## config.mk

```make
export PLATFORM = sky130hd
export DESIGN_NAME = adc_pulse_generator
export DESIGN_NICKNAME = d
export VERILOG_FILES = /design/src/rtl/adc_pulse_generator_pkg.sv /design/src/rtl/adc_pulse_period_timer.sv /design/src/rtl/adc_pulse_generator.sv
export SDC_FILE = /design/constraint.sdc
export NUM_CORES = 1
export LEC_CHECK = 0
export BUFFER_PORTS_ARGS = -buffer_cell sky130_fd_sc_hd__buf_4
export CELL_PAD_IN_SITES_DETAIL_PLACEMENT = 0
export CELL_PAD_IN_SITES_GLOBAL_PLACEMENT = 2
export CORE_ASPECT_RATIO = 0.5
export CORE_MARGIN = 1.5
export CORE_UTILIZATION = 25
export DETAILED_ROUTE_END_ITERATION = 10
export PLACE_DENSITY_LB_ADDON = 0.1
export SLEW_MARGIN = 20
export SYNTH_ARGS = -nofsm -noshare
export SYNTH_HDL_FRONTEND = slang
export SYNTH_SLANG_ARGS = --single-unit
```

## constraint.sdc

```tcl
create_clock -name clk -period 12.15 [get_ports clk]
set_input_delay 0.6075 -clock clk [delete_from_list [all_inputs] [get_ports clk]]
set_output_delay 0.6075 -clock clk [all_outputs]
set_load 0.005 [all_outputs]
```

## src/rtl/adc_pulse_generator_pkg.sv

```systemverilog
// Shared constants and state type for the synthetic ADC pulse source.
// SIZE_ADC_DATA is the same sample width the shaping filter consumes.
package adc_pulse_generator_pkg;

    localparam int SIZE_ADC_DATA = 12;
    localparam int SIZE_AMP      = 12;
    localparam int BASELINE      = 100;
    localparam int RISE_SHIFT    = 2;
    localparam int DECAY_SHIFT   = 3;
    localparam int SIZE_PERIOD   = 16;

    typedef enum logic [1:0] {
        IDLE,
        RISE,
        DECAY
    } gen_state_t;

endpackage

```

## src/rtl/adc_pulse_period_timer.sv

```systemverilog
// Auto-trigger period counter; merges its wrap event with the external trigger.
module adc_pulse_period_timer #(
    parameter int SIZE_PERIOD = 16
) (
    input  logic                   clk,
    input  logic                   reset,
    input  logic                   enable,
    input  logic                   trigger,
    input  logic [SIZE_PERIOD-1:0] period,
    output logic                   start
);

    logic [SIZE_PERIOD-1:0] timer_q;
    logic [SIZE_PERIOD-1:0] timer_d;
    logic [SIZE_PERIOD-1:0] period_last;
    logic                   auto_on;
    logic                   period_hit;

    always_comb begin
        auto_on     = (period != '0);
        period_last = period - SIZE_PERIOD'(1);
        period_hit  = auto_on && (timer_q == period_last);
        start       = enable && (trigger || period_hit);

        // >= keeps the counter bounded if period is shortened mid-count
        if (!enable || !auto_on) begin
            timer_d = '0;
        end else if (timer_q >= period_last) begin
            timer_d = '0;
        end else begin
            timer_d = timer_q + SIZE_PERIOD'(1);
        end
    end

    always_ff @(posedge clk or negedge reset) begin
        if (!reset) begin
            timer_q <= '0;
        end else begin
            timer_q <= timer_d;
        end
    end

endmodule

```

## src/rtl/adc_pulse_generator.sv

```systemverilog
// Synthetic detector pulse source: linear rise then exponential decay on a baseline,
// with pile-up onto decaying tails and saturation of the output code.
module adc_pulse_generator #(
    parameter int SIZE_ADC_DATA = adc_pulse_generator_pkg::SIZE_ADC_DATA,
    parameter int SIZE_AMP      = adc_pulse_generator_pkg::SIZE_AMP,
    parameter int BASELINE      = adc_pulse_generator_pkg::BASELINE,
    parameter int RISE_SHIFT    = adc_pulse_generator_pkg::RISE_SHIFT,
    parameter int DECAY_SHIFT   = adc_pulse_generator_pkg::DECAY_SHIFT,
    parameter int SIZE_PERIOD   = adc_pulse_generator_pkg::SIZE_PERIOD
) (
    input  logic                     clk,
    input  logic                     reset,
    input  logic                     enable,
    input  logic                     trigger,
    input  logic [SIZE_AMP-1:0]      amplitude,
    input  logic [SIZE_PERIOD-1:0]   period,
    output logic [SIZE_ADC_DATA-1:0] adc_data,
    output logic                     valid,
    output logic                     busy,
    output logic                     clip,
    output logic [7:0]               pileup_count
);

    import adc_pulse_generator_pkg::*;

    localparam int V_W   = SIZE_ADC_DATA + 1;
    localparam int CNT_W = (RISE_SHIFT > 0) ? RISE_SHIFT : 1;
    localparam int RS_W  = V_W + SIZE_AMP + CNT_W + 1;
    localparam int OS_W  = V_W + 1;

    localparam logic [V_W-1:0]           V_MAX     = {V_W{1'b1}};
    localparam logic [SIZE_ADC_DATA-1:0] OUT_MAX   = {SIZE_ADC_DATA{1'b1}};
    localparam logic [SIZE_ADC_DATA-1:0] BASE_CODE = SIZE_ADC_DATA'(BASELINE);
    localparam logic [CNT_W-1:0]         CNT_LAST  = CNT_W'((1 << RISE_SHIFT) - 1);

    // Rise sample computed from the pulse base so saturation never accumulates error
    function automatic logic [V_W-1:0] rise_value(
        input logic [V_W-1:0]      base,
        input logic [SIZE_AMP-1:0] step,
        input logic [CNT_W-1:0]    cnt
    );
        logic [RS_W-1:0] sum;
        sum = RS_W'(base) + RS_W'(step) * (RS_W'(cnt) + RS_W'(1));
        return (sum > RS_W'(V_MAX)) ? V_MAX : sum[V_W-1:0];
    endfunction

    function automatic logic [OS_W-1:0] out_sum(input logic [V_W-1:0] v);
        return OS_W'(BASE_CODE) + OS_W'(v);
    endfunction

    gen_state_t              state_q, state_d;
    logic [V_W-1:0]          v_q, v_d;
    logic [V_W-1:0]          v_base_q, v_base_d;
    logic [SIZE_AMP-1:0]     step_q, step_d;
    logic [CNT_W-1:0]        rise_cnt_q, rise_cnt_d;
    logic [7:0]              pileup_q, pileup_d;
    logic [SIZE_ADC_DATA-1:0] adc_data_q, adc_data_d;
    logic                    valid_q, valid_d;
    logic                    busy_q, busy_d;
    logic                    clip_q, clip_d;

    logic                    start;
    logic [V_W-1:0]          decay_tail;
    logic [OS_W-1:0]         sum_out;

    adc_pulse_period_timer #(
        .SIZE_PERIOD (SIZE_PERIOD)
    ) u_period_timer (
        .clk     (clk),
        .reset   (reset),
        .enable  (enable),
        .trigger (trigger),
        .period  (period),
        .start   (start)
    );

    always_comb begin
        state_d    = state_q;
        v_d        = v_q;
        v_base_d   = v_base_q;
        step_d     = step_q;
        rise_cnt_d = rise_cnt_q;
        pileup_d   = pileup_q;
        decay_tail = v_q >> DECAY_SHIFT;

        if (!enable) begin
            state_d = IDLE;
            v_d     = '0;
        end else begin
            case (state_q)
                IDLE: begin
                    if (start) begin
                        step_d     = amplitude >> RISE_SHIFT;
                        v_base_d   = '0;
                        rise_cnt_d = '0;
                        state_d    = RISE;
                    end
                end
                RISE: begin
                    v_d        = rise_value(v_base_q, step_q, rise_cnt_q);
                    rise_cnt_d = rise_cnt_q + CNT_W'(1);
                    if (rise_cnt_q == CNT_LAST) begin
                        state_d = DECAY;
                    end
                end
                DECAY: begin
                    if (decay_tail == '0) begin
                        // Tail exhausted: a coincident start is a fresh pulse, not pile-up
                        v_d     = '0;
                        state_d = IDLE;
                        if (start) begin
                            step_d     = amplitude >> RISE_SHIFT;
                            v_base_d   = '0;
                            rise_cnt_d = '0;
                            state_d    = RISE;
                        end
                    end else if (start) begin
                        step_d     = amplitude >> RISE_SHIFT;
                        v_base_d   = v_q;
                        rise_cnt_d = '0;
                        state_d    = RISE;
                        if (pileup_q != 8'hFF) begin
                            pileup_d = pileup_q + 8'd1;
                        end
                    end else begin
                        v_d = v_q - decay_tail;
                    end
                end
                default: begin
                    state_d = IDLE;
                    v_d     = '0;
                end
            endcase
        end

        sum_out    = out_sum(v_d);
        clip_d     = (sum_out > OS_W'(OUT_MAX));
        adc_data_d = clip_d ? OUT_MAX : sum_out[SIZE_ADC_DATA-1:0];
        valid_d    = enable;
        busy_d     = (state_d != IDLE);
    end

    always_ff @(posedge clk or negedge reset) begin
        if (!reset) begin
            state_q    <= IDLE;
            v_q        <= '0;
            v_base_q   <= '0;
            step_q     <= '0;
            rise_cnt_q <= '0;
            pileup_q   <= '0;
            adc_data_q <= BASE_CODE;
            valid_q    <= 1'b0;
            busy_q     <= 1'b0;
            clip_q     <= 1'b0;
        end else begin
            state_q    <= state_d;
            v_q        <= v_d;
            v_base_q   <= v_base_d;
            step_q     <= step_d;
            rise_cnt_q <= rise_cnt_d;
            pileup_q   <= pileup_d;
            adc_data_q <= adc_data_d;
            valid_q    <= valid_d;
            busy_q     <= busy_d;
            clip_q     <= clip_d;
        end
    end

    assign adc_data     = adc_data_q;
    assign valid        = valid_q;
    assign busy         = busy_q;
    assign clip         = clip_q;
    assign pileup_count = pileup_q;

endmodule
```

### After elaboration in Yosys (flattened, before gate mapping)

Cells that the tools add are included.
W data, S select, Z words.

| storage, ports and cells | value |
|---|---|
| output and inout port bits | 23 |
| register bits | 79 |
| logic and storage cells | 68 |

| cells by class | value |
|---|---|
| $mul | 1 |
| order comparisons | 3 |
| add/subtract/negate cells | 8 |
| bitwise gates (word level) | 1 |
| reductions and logical operators | 17 |
| mux-type cells | 20 |
| eq/ne operators | 7 |

Operators by type and width:

| cell | number |
|---|---|
| $mux W13 | 7 |
| $pmux W13 S3 | 1 |
| $mux W16 | 2 |
| $pmux W13 S2 | 1 |
| $add A16 B1 Y16 const B | 1 |
| $eq A16 B16 Y1 | 1 |
| $ge A16 B16 Y1 | 1 |
| $reduce_bool A16 Y1 | 1 |
| $sub A16 B1 Y16 const B | 1 |
| $add A13 B13 Y14 | 1 |
| $add A7 B13 Y14 const A | 1 |
| $gt A14 B12 Y1 const B | 1 |
| $gt A14 B13 Y1 const B | 1 |
| $logic_not A13 Y1 | 1 |
| $mul A10 B3 Y13 | 1 |
| $sub A13 B10 Y13 | 1 |
| $mux W12 | 1 |
| $mux W2 | 5 |
| $reduce_and A3 Y1 | 3 |
| $add A8 B1 Y8 const B | 1 |
| $ne A8 B8 Y1 const B | 1 |
| $pmux W2 S3 | 1 |
| $reduce_bool A2 Y1 | 3 |
| $reduce_and A5 Y1 | 1 |
| other kinds (14) | 18 |

### Longest topological paths before layout

| logic depth | value |
|---|---|
| depth in word-level cells | 12 |
| depth in mapped cells | 20 |
| gate-level depth less buffers | 18 |

### By module

A second synthesis with hierarchy kept.

| unflattened totals | value |
|---|---|
| cell total of the unflattened synthesis | 678 |
| area total of the unflattened synthesis | 6,298.5 µm² |

Modules (own cells, without submodules):

| module | area each (µm²) | cells an instance | instances | seq. area each (µm²) |
|---|---|---|---|---|
| adc_pulse_generator | 4,919.7 | 520 | 1 | 1,580.3 |
| adc_pulse_period_timer | 1,378.8 | 158 | 1 | 400.4 |

### Least setup slack after synthesis

Ideal clock, no wire load.

| path | value |
|---|---|
| path kind | flip-flop to flip-flop |
| from | reg rise_cnt_q[0] |
| to | reg adc_data_q[10] (netlist: adc_data[10]) |
| cell stages (with the launch flop) | 21 |
| data required time | 12,010 ps |
| arrival | 5,014 ps |
| setup slack | 6,996 ps |
| path buffers | 2 |
| path through | dfrtp_1 > ha_1 > clkbuf_1 > and2_1 > fa_1 > inv_1 > fa_1 > inv_1 > fa_1 > a21o_1 > and4_1 > o2111a_1 > o31ai_1 > o221ai_1 > nor2b_1 > ha_1 > a2111oi_4 > nor4_2 > a21oi_2 > buf_2 > o22ai_1 |

| on the way | value |
|---|---|
| word-level cells in the longest chain between the ends | 10 |

RTL lines:

| what | line | source |
|---|---|---|
| start, declared | adc_pulse_generator.sv:55 | `logic [CNT_W-1:0] rise_cnt_q, rise_cnt_d;` |
| start signal, assigned | adc_pulse_generator.sv:160 | `rise_cnt_q <= rise_cnt_d;` |
| $add A2 B1 Y3 * | adc_pulse_generator.sv:43 | `sum = RS_W'(base) + RS_W'(step) * (RS_W'(cnt) + RS_W'(1));` |
| $mul A10 B3 Y13 * | adc_pulse_generator.sv:43 |  |
| $add A13 B13 Y14 * | adc_pulse_generator.sv:43 |  |
| $gt A14 B13 Y1 | adc_pulse_generator.sv:44 | `return (sum > RS_W'(V_MAX)) ? V_MAX : sum[V_W-1:0];` |
| $mux W13 * | adc_pulse_generator.sv:44 |  |
| $pmux W13 S3 * | adc_pulse_generator.sv:90 | `case (state_q)` |
| $mux W13 * | adc_pulse_generator.sv:86 | `if (!enable) begin` |
| via v_d[2] | adc_pulse_generator.sv:52 | `logic [V_W-1:0] v_q, v_d;` |
| $add A7 B13 Y14 * | adc_pulse_generator.sv:48 | `return OS_W'(BASE_CODE) + OS_W'(v);` |
| $gt A14 B12 Y1 | adc_pulse_generator.sv:137 | `clip_d = (sum_out > OS_W'(OUT_MAX));` |
| $mux W12 * | adc_pulse_generator.sv:138 | `adc_data_d = clip_d ? OUT_MAX : sum_out[SIZE_ADC_DATA-1:0];` |
| via adc_data_d[10] | adc_pulse_generator.sv:57 | `logic [SIZE_ADC_DATA-1:0] adc_data_q, adc_data_d;` |
| end signal, assigned | adc_pulse_generator.sv:162 | `adc_data_q <= adc_data_d;` |
| end, declared | adc_pulse_generator.sv:57 |  |

The timed path passes the listed nets; every way through them passes the cells marked *.
A chain may end at the register's enable or synchronous reset.

### Worst setup path in the final report

| path | value |
|---|---|
| from | reg rise_cnt_q[0] |
| to | reg adc_data_q[11] (netlist: adc_data[11]) |

The elaborated chain is that of the path after synthesis.

==> impl_results.md <==
* Core area at 0.02432 mm²
* Worst endpoint required time at 12.37 ns
* Flop2flop setup slack at 5.81 ns
* Critical register-to-register path endpoint: adc_data[11]
* 1st-pass router iterations at 5
* Setup bufs post-CTS at 0
* Seq/Total Area, Yosys at 0.3160
* Vias in the first global route at 5259
* Crit path cell chain: ha_1 > and2_1 > fa_1 > inv_1 > fa_1 > inv_1 > fa_1 > a21o_1 > and4_1 > o2111a_1 > o31ai_1 > o221ai_1 > nor2b_1 > ha_1 > a2111oi_4 > nor4_2 > a21oi_2 > o21ai_1
* WL final at 18930 µm
* Main synth FF type: dfrtp_1
* Pwr dens at 134.7 mW/mm²
* Root Driver: clkbuf_16
* Layout area overhead at 17.45%
* Asr flop ratio synth at 1.000
* Top cell type's share of synthesized area at 0.3035
* Fmax at 0.1578 GHz
* CTS tree: built
* Launch point of the worst path: rise_cnt_q[0]
* Worst r2r path cells at 18
* Clock sink total at 79
* H-tree Lvls at 3
* Slew Limit Fails at 0
* Synth warnings at 0
* Die area at 0.02609 mm²
* Max_slew headroom at 0.3746
* Detailed Place HPWL at 14460 µm
* Top cells by area, synth: dfrtp_1 30%, ha_1 9.6%, fa_1 6.4%, xnor2_1 5.0%, nand2_1 4.4%
* Vias at 5158
* Period utilization at 0.5215
* Setup-failing EPs final at 0
* Clock transition at path regs at 0.07 ns
* Worst Skew at 0.008620 ns
* Syn_area_per_cell at 9.005 µm²
* Largest family of logic cells by synthesized area: simple AND/OR/NAND/NOR gates
* Max-cap violation count at 0
* Final nets at 846
* Final Hold Viols at 0
* Site Rows at 40
* Xor-xnor portion of the synthesized cell area at 0.06987
* Post-synthesis register bit count at 79
* Buffers & Inverters on Critical Path at 2
* Critical path's most frequent cell: fa_1
* Post-synthesis adder-cell area fraction at 0.1597
* Clk buf depth at 2
* Post-Syn Instances at 696
* Die Ht at 115.0 µm
* Hold Crit Class: in2async
* Status: completed
* Final RePlAce weighted congestion at 0.7946
* Synth Area in Simple Gates at 0.2166
* CP arrival at 6.56 ns
* Complex-gate fraction of the synthesized area at 0.1699
* Crit-path max cell delay at 0.71 ns
* Filler cell count at 2636
* # diodes at 0
* CTS buffer count at 9
* Mapped Area at 0.006267 mm²
* Hold buffer count at cts at 0
* Drt via density at 4.745
* Largest net degree at the start of global routing at 67
* Worst reg2reg path startpoint: rise_cnt_q[0]
* Crit path max-delay cell type: dfrtp_1
* Iter 0 DRT Violations at 331
* Tmin final at 6.336 ns
* Port Buffers at 52
* Setup TNS at 0 ns
* RSZ-0062 raised after global routing: no
* GRT Residual Overflow at 0
* Core Util, Final at 0.3026
* Initial Utilization at 0.2577
* I/O pin cnt at 55
* Synth cell types at 79
* Critical Path Fanout Max at 13
* Synth area leader: dfrtp_1
* Worst Max-Slew Pin Slew at 0.9381 ns
* Mux contribution to synthesized area at 0.01038
* Remaining DRCs at 0
* First-pass GRT wire length at 30270 µm
* Tot GR Track Use at 0.1566
* Share of cells above drive strength 1 at 0.1372
* Post_cts resized at 0
* Syn Nets at 796
* Die X at 226.9 µm
* Post-synth EDFFs at 0
* Worst path top cell family by delay: adder cells
* Lkg Pwr at 3.456 nW
* Critical Path Source Type: register
* Post-DRT Antenna Nets at 0
* Worst-Skew Late Latency at 0.37 ns
* Initial antenna violation count at 0
* Crit path kind: reg2reg
* DR WL/cell at 17.41 µm
* Peak VDD IR at 71.77 µV
* Crit path capture type: register
[worst max path at each step]
stage                   end  slack (ns)  cells after the start
6_report       adc_data[11]        5.81                     18
5_1_grt        adc_data[11]        5.39                     18
3_5_place_dp   adc_data[11]        5.83                     18
3_3_place_gp   adc_data[11]        5.79                     18
4_1_cts        adc_data[11]        5.77                     18
2_1_floorplan  adc_data[10]        7.00                     20
[layout by cell type (no fill, tap or decap), types with 7 or more instances in the layout]
cell / instances
nand3_1: 22
o21ai_0: 20
nor3_1: 29
nand2_1: 73
xnor2_1: 36
nor2b_1: 16
a21oi_1: 18
and3_1: 9
xor2_1: 14
dfrtp_1: 76
ha_1: 48
fa_1: 20
a31oi_1: 8
and2_1: 23
o21a_1: 7
inv_1: 72
clkbuf_16: 9
nor2_1: 39
o21ai_1: 13
nand4_1: 9
a21o_1: 12
buf_4: 59
[flip-flops by register name, summed over array words and instances, names as in the netlist]
name	cells
u_period_timer.timer_q	16
rise_cnt_q	2
step_q	10
v_q	13
state_q	2
busy	1
v_base_q	13
pileup_count	8
adc_data	12
valid	1
clip	1
[through the flow]
| step | setup WS [ns] | area (µm²) | power, mW | hold slack (ns) | std cells |
|---|---|---|---|---|---|
| floorplan | 6.996 | 6267 | 0.5725 | 0.3119 | 696 |
| global placement | 5.789 | 7044 | 0.7016 | 0.4836 | 1071 |
| detailed placement | 5.827 | 7044 | 0.6978 | 0.4865 | 1071 |
| CTS | 5.770 | 7358 | 1.009 | 0.08177 | 1087 |
| global route | 5.391 | 7361 | 1.067 | 0.07917 | 1087 |
| finish | 5.814 | 7361 | 0.9913 | 0.08756 | 1087 |
[where the power goes]
group,leakage [nW],switching [mW],total (mW),internal [mW]
Clock,0.152,0.131,0.299,0.168
Combinational,2.25,0.220,0.378,0.157
Sequential,1.05,0.0253,0.314,0.289
[cell type report]
cell class,count,area [µm²],area share
clock buffers,10,239.0,0.03247
repair buffers,59,442.9,0.06017
multi-input cells,524,3929,0.5337
inverters,73,274.0,0.03723
flip-flops and latches,79,1981,0.2691
clock inverters,6,75.07,0.01020
well taps,336,420.4,0.05711
[kinds of logic (layout without fill, tap and decap cells)]
family / after synthesis / after routing
AO/OA/AOI/OAI: 142 / 142
multiplexers: 6 / 6
adder cells (fa/ha/maj): 68 / 68
AND/OR/NAND/NOR: 258 / 258
XOR/XNOR: 50 / 50
buffers and inverters: 93 / 148
flip-flops: 79 / 79
[per-layer routing]
layer / GRT usage / vias to the layer above / wire length (µm)
met3: 0.04421 / 11 / 739
met5: 0 / - / 0
met4: 0.03200 / 0 / 191
met1: 0.2186 / 2497 / 9621
met2: 0.2410 / 88 / 8376
li1: - / 2562 / -
[Yosys cell counts, types with 8 or more instances]
cell type	number
dfrtp_1	76
nand2_1	73
inv_1	72
ha_1	48
nor2_1	40
xnor2_1	36
nor3_1	29
and2_1	23
nand3_1	22
fa_1	20
o21ai_0	20
a21oi_1	18
clkbuf_1	16
nor2b_1	16
xor2_1	14
o21ai_1	13
a21o_1	12
and3_1	9
nand4_1	9
a31oi_1	8
Note: power is estimated with default switching activity, not from simulation.
